### src/rtl/rps_pkg.sv
// Shared round-result codes and scorer FSM encoding; also used by the game
// logic that produces the winner code.
package rps_pkg;

  typedef enum logic [1:0] {
    WIN_PLAYER   = 2'b00,
    WIN_COMPUTER = 2'b01,
    WIN_NONE     = 2'b10,
    WIN_DRAW     = 2'b11
  } winner_e;

  typedef enum logic [1:0] {
    ST_IDLE = 2'b00,
    ST_PLAY = 2'b01,
    ST_OVER = 2'b10
  } state_e;

endpackage

### src/rtl/rps_sat_counter.sv
// Up-counter that sticks at LIMIT; clr and clear_b both return it to zero.
module rps_sat_counter #(
  parameter int unsigned WIDTH = 4,
  parameter int unsigned LIMIT = 15
) (
  input  logic             clk,
  input  logic             clear_b,
  input  logic             clr,
  input  logic             en,
  output logic [WIDTH-1:0] count
);

  localparam logic [WIDTH-1:0] LIM = WIDTH'(LIMIT);

  always_ff @(posedge clk) begin
    if (!clear_b) begin
      count <= '0;
    end else if (clr) begin
      count <= '0;
    end else if (en && (count != LIM)) begin
      count <= count + 1'b1;
    end
  end

endmodule

### src/rtl/rps_match_scorer.sv
// Rock-paper-scissors match scorekeeper: counts round results and ends the
// match when either side reaches WINS_NEEDED round wins.
module rps_match_scorer
  import rps_pkg::*;
#(
  parameter int unsigned WINS_NEEDED = 3
) (
  input  logic       clk,
  input  logic       clear_b,
  input  logic       new_match,
  input  logic       round_valid,
  input  logic [1:0] winner,
  output logic [1:0] player_score,
  output logic [1:0] computer_score,
  output logic [3:0] draw_count,
  output logic [3:0] round_num,
  output logic [1:0] last_result,
  output logic       round_ack,
  output logic       bad_code,
  output logic       match_over,
  output logic [1:0] match_winner
);

  localparam logic [1:0] WIN_LAST = 2'(WINS_NEEDED - 1);

  state_e state, next_state;
  logic   accept, illegal;
  logic   inc_player, inc_computer, inc_draw;

  // new_match outranks a same-cycle strobe, so a round is only seen when it is low
  always_comb begin
    accept       = 1'b0;
    illegal      = 1'b0;
    inc_player   = 1'b0;
    inc_computer = 1'b0;
    inc_draw     = 1'b0;
    next_state   = state;

    if (state == ST_PLAY && round_valid && !new_match) begin
      illegal      = (winner == WIN_NONE);
      accept       = !illegal;
      inc_player   = (winner == WIN_PLAYER);
      inc_computer = (winner == WIN_COMPUTER);
      inc_draw     = (winner == WIN_DRAW);
    end

    if (new_match) begin
      next_state = ST_PLAY;
    end else if ((inc_player && player_score == WIN_LAST) ||
                 (inc_computer && computer_score == WIN_LAST)) begin
      next_state = ST_OVER;
    end
  end

  always_ff @(posedge clk) begin
    if (!clear_b) begin
      state       <= ST_IDLE;
      last_result <= WIN_NONE;
      round_ack   <= 1'b0;
      bad_code    <= 1'b0;
    end else begin
      state     <= next_state;
      round_ack <= accept;
      bad_code  <= illegal;
      if (new_match) begin
        last_result <= WIN_NONE;
      end else if (accept) begin
        last_result <= winner;
      end
    end
  end

  rps_sat_counter #(.WIDTH(2), .LIMIT(WINS_NEEDED)) u_player_cnt (
    .clk(clk), .clear_b(clear_b), .clr(new_match), .en(inc_player), .count(player_score)
  );

  rps_sat_counter #(.WIDTH(2), .LIMIT(WINS_NEEDED)) u_computer_cnt (
    .clk(clk), .clear_b(clear_b), .clr(new_match), .en(inc_computer), .count(computer_score)
  );

  rps_sat_counter #(.WIDTH(4), .LIMIT(15)) u_draw_cnt (
    .clk(clk), .clear_b(clear_b), .clr(new_match), .en(inc_draw), .count(draw_count)
  );

  rps_sat_counter #(.WIDTH(4), .LIMIT(15)) u_round_cnt (
    .clk(clk), .clear_b(clear_b), .clr(new_match), .en(accept), .count(round_num)
  );

  // Winner is derived from registered state and scores, so it appears on the ending edge
  always_comb begin
    match_over   = (state == ST_OVER);
    match_winner = WIN_DRAW;
    if (state == ST_OVER) begin
      match_winner = (player_score == 2'(WINS_NEEDED)) ? WIN_PLAYER : WIN_COMPUTER;
    end
  end

endmodule
### config.mk
export PLATFORM = sky130hd
export DESIGN_NAME = rps_match_scorer
export DESIGN_NICKNAME = d
export VERILOG_FILES = /design/src/rtl/rps_pkg.sv /design/src/rtl/rps_sat_counter.sv /design/src/rtl/rps_match_scorer.sv
export SDC_FILE = /design/constraint.sdc
export NUM_CORES = 1
export LEC_CHECK = 0
export CAP_MARGIN = 30
export CORE_ASPECT_RATIO = 0.8
export CORE_MARGIN = 1.5
export CORE_UTILIZATION = 49
export DETAILED_ROUTE_END_ITERATION = 10
export HOLD_SLACK_MARGIN = 0.02
export PLACE_DENSITY = 0.82
export SKIP_LAST_GASP = 1
export SLEW_MARGIN = 20
export SYNTH_ARGS = -nofsm -noshare
export SYNTH_HDL_FRONTEND = slang
export SYNTH_SLANG_ARGS = --single-unit
### constraint.sdc
create_clock -name clk -period 3.2 [get_ports clk]
set_input_delay 0.64 -clock clk [delete_from_list [all_inputs] [get_ports clk]]
set_output_delay 0.64 -clock clk [all_outputs]
set_load 0.01 [all_outputs]
==> results.ini, run 1 <==
[outcome]
outcome = finished, final reports clean

[floorplanning]
die_area_um2 = 2080
initial_core_util_pct = 53.5
io_pins = 25
die_h_um = 41.1
die_w_um = 50.6
rows = 13
core_um2 = 1660

[yosys]
synth_area_leaders = dfxtp_1, ha_1, nand2_1, nor2_1, nor3_1
synth_top_area_share_pct = 40.6
synth_compound_area_share_pct = 11.1
synth_cell_types = 31
syn_area_per_cell_um2 = 9.16
syn-num-nets = 109
synth.most_common_cell = dfxtp_1
yosysTopAreaCell = dfxtp_1
synth-edff-count = 0
synthMuxAreaShare_pct = 2.25
synth_top_family_by_area = simple AND/OR/NAND/NOR gates
netlist_top_cells_count = dfxtp_1, nand2_1, nor2_1
synth_flop_cell = dfxtp_1
synth-adder-area-share_pct = 8.45
syn_inst = 97
yosys_warnings = 0
synth_xor_area_share_pct = 3.94
netlist_area_um2 = 888
async_flop_share_pct = 0
synth.ff_latch_count = 18
yosysSeqAreaShare_pct = 40.6
yosys.area_share.simple_pct = 29.2

[timing]
setup_slack_ns = 1.01
relSlewSlack_pct = 67.2
fin_setup_tns_ns = 0
min_period_ns = 2.19
finalCritPeriodShare_pct = 68.4
hold_violations = 0
rsz0062_at_grt = false
maxSlewViolCount = 0
clock_skew_ns = 0.00470
tightest_slew_ns = 0.489
max_freq_mhz = 457
setup-violations-final = 0

[critical_path]
crit_fanout = 8
worstSetupPathType = primary input to flop
cp_slowest_cell = nand4bb_1
crit_path_start_kind = primary input
cpLargestDelayFamily = simple AND/OR/NAND/NOR gates
critPathBufInv = 1
worst_ep_required_time_ns = 3.40
max_stage_delay_ns = 0.50
arrival_ns = 2.39
crit_chain = clkdlybuf4s50_1 > nand4bb_1 > a311oi_4 > nand4_1 > mux2i_1
critPathCaptureType = flop

[detailed_routing]
via_per_inst = 5.38
route.met3.wl_um = 116
wl_met1_um = 807
routedWlPerCell_um = 12.5
highest_layer = met4
drtIter0Drc = 11
met2WireLength_um = 829
drt-total-wl_um = 1770
vias = 764
remaining_drc_errors = 0
firstDrtPassIters = 4
drtAntennaViolNets = 0

[finish]
layout.nets = 133
antenna_cells = 0
final_cells = 142
final_core_util_pct = 70.1
design_area_um2 = 1160
layout-drive-gt1-share_pct = 5.83
syn_to_final_growth_pct = 31.0

[global_route]
grt_start_max_net_pins = 12
track_usage_pct = 19.5
grt_pass1_vias = 648
grt_pass1_wl_um = 2840
antenna_found_initial = 0
gr-total-overflow = 0

[clock_tree]
cts_hold_buf = 0
clock_latency_ns = 0.29
cts_buffers = 3
path_clk_slew_ns = 0.11
cts_resized = 0
cts_tree = built
clock-sinks = 18
cts_max_level = 1
post-cts-setup-buffer-count = 0
root_buffer = clkbuf_4
clock_path_buffers = 2

[place]
dpl_worst_slack_ns = 0.685
io_buffers = 24
dp_cells = 138
hpwlAfterDp_um = 1320
place_area_um2 = 1130
gp_congestion = 0.753

[hold_path]
hold_class = flop to flop

[power_and_ir_drop]
p_per_area_nw_per_um2 = 345
vdd_drop_max_v = 0.000401
p_leak_nw = 0.424

[flow_run]
maxCapViolCount = 0

[where the power goes]
group	leakage [nW]	internal, W	switching (W)
sequential	0.146	0.000227	0.00000207
combinational	0.258	0.0000146	0.0000180
clock	0.0210	0.0000693	0.0000712
total	0.424	0.000310	0.0000912
[worst min-delay path, delay by kind of cell (launching register included)]
family | cells | cell delay (ns)
simple gates | 1 | 0.05
flops | 1 | 0.34
compound gates | 1 | 0.06
[placed cells by master (no fill, tap or decap), types with 2 or more instances in the layout]
cell,netlist,final
and3_1,2,2
nand2b_1,3,3
clkbuf_4,0,3
a21oi_1,2,2
nor2_1,10,10
ha_1,6,6
a211oi_1,3,3
xnor2_1,3,3
nand3_1,5,5
clkdlybuf4s50_1,0,24
nor3_1,6,6
o21ai_1,2,2
mux2i_1,2,2
nand2_1,11,11
inv_1,3,3
dfxtp_1,18,18
o21ai_0,3,3
[state kept, by name (all words and copies together), names as in the netlist]
signal                cells
u_draw_cnt.count          4
u_computer_cnt.count      2
bad_code                  1
state                     2
last_result               2
u_round_cnt.count         4
round_ack                 1
u_player_cnt.count        2
[cell type report]
class	instances	area, µm²
fill	150	495
sequential	18	360
tap	22	27.5
timing repair buffer	24	240
inverter	3	11.3
multi-input combinational	71	488
clock buffer	4	36.3
[layer usage]
| layer | vias to the layer above | GRT usage (%) |
|---|---|---|
| met5 | - | 0 |
| met4 | 0 | 7.43 |
| met3 | 2 | 6.93 |
| met2 | 28 | 34.2 |
| li1 | 387 | - |
| met1 | 347 | 22.6 |
[through the flow]
stage	power, W	hold slack [ns]
after detailed placement	0.000266	0.484
final	0.000402	0.492
after CTS	0.000404	0.498
after floorplan	0.000255	0.454
after global routing	0.000421	0.532
after global placement	0.000266	0.469
[cells by family after synthesis]
family,count (synthesis)
multiplexers,2
adder cells (fa/ha/maj),6
XOR/XNOR,4
AND/OR/NAND/NOR,46
flip-flops,18
buffers and inverters,8
AO/OA/AOI/OAI,13
[path summary, 6_finish.rpt]
| kind | startpoint | endpoint | slack (ns) | depth (start not counted) |
|---|---|---|---|---|
| setup reg to reg | state[1] | u_draw_cnt.count[3] | 1.49 | 4 |
| hold reg to reg | state[0] | state[0] | 0.49 | 2 |
| hold / removal | state[0] | state[0] | 0.49 | 2 |
| setup / recovery | new_match | u_draw_cnt.count[3] | 1.01 | 5 |
No activity file was read; power rests on OpenSTA's default activity.
==> run 2, diff against run 1 <==
Settings changed: CORE_UTILIZATION 49 to 46, PLACE_DENSITY 0.82 to 0.77.
Clock period 3.2 ns to 2.12 ns, I/O delays scaled along.
==> results.ini, run 2 (same netlist as run 1, synthesis figures left out) <==
[outcome]
outcome = finished, final reports clean

[detailed_routing]
vias = 771  ; +0.92%
via_per_inst = 5.28  ; -1.8%
firstDrtPassIters = 4  ; unchanged
drtAntennaViolNets = 0  ; unchanged
drtIter0Drc = 11  ; unchanged
remaining_drc_errors = 0  ; unchanged
routedWlPerCell_um = 12.4  ; -0.21%
drt-total-wl_um = 1820  ; +2.6%

[place]
io_buffers = 24  ; unchanged
dp_cells = 143  ; +3.6%
gp_congestion = 0.778  ; +3.3%
hpwlAfterDp_um = 1340  ; +1.7%

[finish]
syn_to_final_growth_pct = 32.3
layout.nets = 136  ; +2.3%
reg.largest.list = u_draw_cnt.count: 4 flops, u_round_cnt.count: 4 flops
final_cells = 146  ; +2.8%
antenna_cells = 0  ; unchanged
layout-drive-gt1-share_pct = 7.38  ; +1.5 points
mostFrequentLayoutCells = clkdlybuf4s50_1, dfxtp_1, nand2_1
final_common_cell = clkdlybuf4s50_1

[critical_path]
r2r_end = u_player_cnt.count[1]
arrival_ns = 1.51  ; -0.88 ns
worst_ep_required_time_ns = 1.70  ; -1.70 ns
r2r-start = state[1]
crit_fanout = 4  ; -4
worstSetupPathType = flop to primary output
critPathCaptureType = primary output
cp_slowest_cell = clkdlybuf4s50_1
rrSetupSlack_ns = 0.60  ; -0.89 ns
cp-endpoint = match_over
max_stage_delay_ns = 0.53  ; +0.03 ns
crit_chain = or2b_1 > inv_1 > clkdlybuf4s50_1
crit_path_start_kind = flop
startpoint = state[1]
reg2reg_depth = 5  ; +1

[global_route]
grt_pass1_vias = 712  ; +9.9%
antenna_found_initial = 0  ; unchanged
grt_start_max_net_pins = 12  ; unchanged
track_usage_pct = 20.0  ; +0.53 points
gr-total-overflow = 0  ; unchanged
grt_pass1_wl_um = 3130  ; +10%

[timing]
rsz0062_at_grt = false
clock_skew_ns = 0.00320  ; -0.00150 ns
relSlewSlack_pct = 69.9  ; +2.7 points
hold_violations = 0  ; unchanged
fin_setup_tns_ns = 0  ; unchanged
max_freq_mhz = 518
finalCritPeriodShare_pct = 91.0
tightest_slew_ns = 0.451  ; -0.0383 ns
min_period_ns = 1.93
maxSlewViolCount = 0  ; unchanged
setup-violations-final = 0  ; unchanged

[clock_tree]
cts_buffers = 3  ; unchanged
cts_max_level = 1  ; unchanged
cts_tree = built
cts_hold_buf = 0  ; unchanged
clock_latency_ns = 0.30  ; about the same
clock-sinks = 18  ; unchanged
root_buffer = clkbuf_4
clock_path_buffers = 2  ; unchanged
path_clk_slew_ns = 0.10  ; about the same
post-cts-setup-buffer-count = 0  ; unchanged
cts_resized = 0  ; unchanged

[power_and_ir_drop]
p_leak_nw = 0.431  ; +1.6%
vdd_drop_max_v = 0.000364  ; -9.3%
p_per_area_nw_per_um2 = 483  ; +40%

[floorplanning]
die_area_um2 = 2210  ; +6.1%
io_pins = 25  ; unchanged
rows = 14  ; +1
initial_core_util_pct = 47.8  ; -5.7 points
die_w_um = 52.1  ; +3.0%
core_um2 = 1860  ; +12%
die_h_um = 42.3  ; +3.0%

[flow_run]
maxCapViolCount = 0  ; unchanged

[hold_path]
hold_class = flop to flop

[run 2: cell count changes in the layout (fill, tap and decap cells not counted)]
cell / delta
buf_4: +3
clkbuf_8: -1
[run 2: final cells by class]
type / count / area, µm²
clock buffers: 3 / 22.5
multi-input cells: 71 / 488
flip-flops and latches: 18 / 360
well taps: 24 / 30.0
repair buffers: 27 / 263
fillers: 190 / 682
inverters: 3 / 11.3
[run 2: how the worst min path moves through the flow]
stage	startpoint	end	slack [ns]	cells past startpoint
final	last_result[0]	last_result[0]	0.49	2
after global routing	state[0]	state[0]	0.53	2
after floorplan	state[0]	state[0]	0.45	2
after detailed placement	last_result[0]	last_result[0]	0.48	2
after global placement	last_result[0]	last_result[0]	0.47	2
after CTS	state[0]	state[0]	0.49	2
[run 2: per-stage QoR]
stage	instance area, µm²	total power [W]	util (%)	hold WS, ns	worst slack [ns]
4_1_cts	1170	0.000578	63.3	0.494	0.159
3_5_place_dp	1150	0.000407	62.1	0.477	0.0299
2_1_floorplan	888	0.000385	-	0.454	0.673
5_1_grt	1170	0.000601	63.3	0.531	0.0904
3_3_place_gp	1150	0.000406	62.1	0.469	0.116
6_report	1170	0.000568	63.3	0.494	0.190
[run 2: critical path: cells and delay by family (launching register included)]
family	cells	cell delay, ns
buffers and inverters	2	0.60
DFF	1	0.36
and+or+nand+nor	1	0.25
[run 2: report_power, final]
group | leakage, nW | internal, W | switching, W | total (W)
Combinational | 0.272 | 0.0000254 | 0.0000289 | 0.0000544
Clock | 0.0138 | 0.0000663 | 0.000102 | 0.000168
Sequential | 0.146 | 0.000342 | 0.00000326 | 0.000345
Total | 0.431 | 0.000434 | 0.000134 | 0.000568
[run 2: metal layers]
layer  up-vias  wire (µm)  track usage, %
met4         0         29            7.69
met1       354        852            26.6
li1        391          -               -
met2        22        829            29.4
met3         4        104            7.50
met5         -          0               0
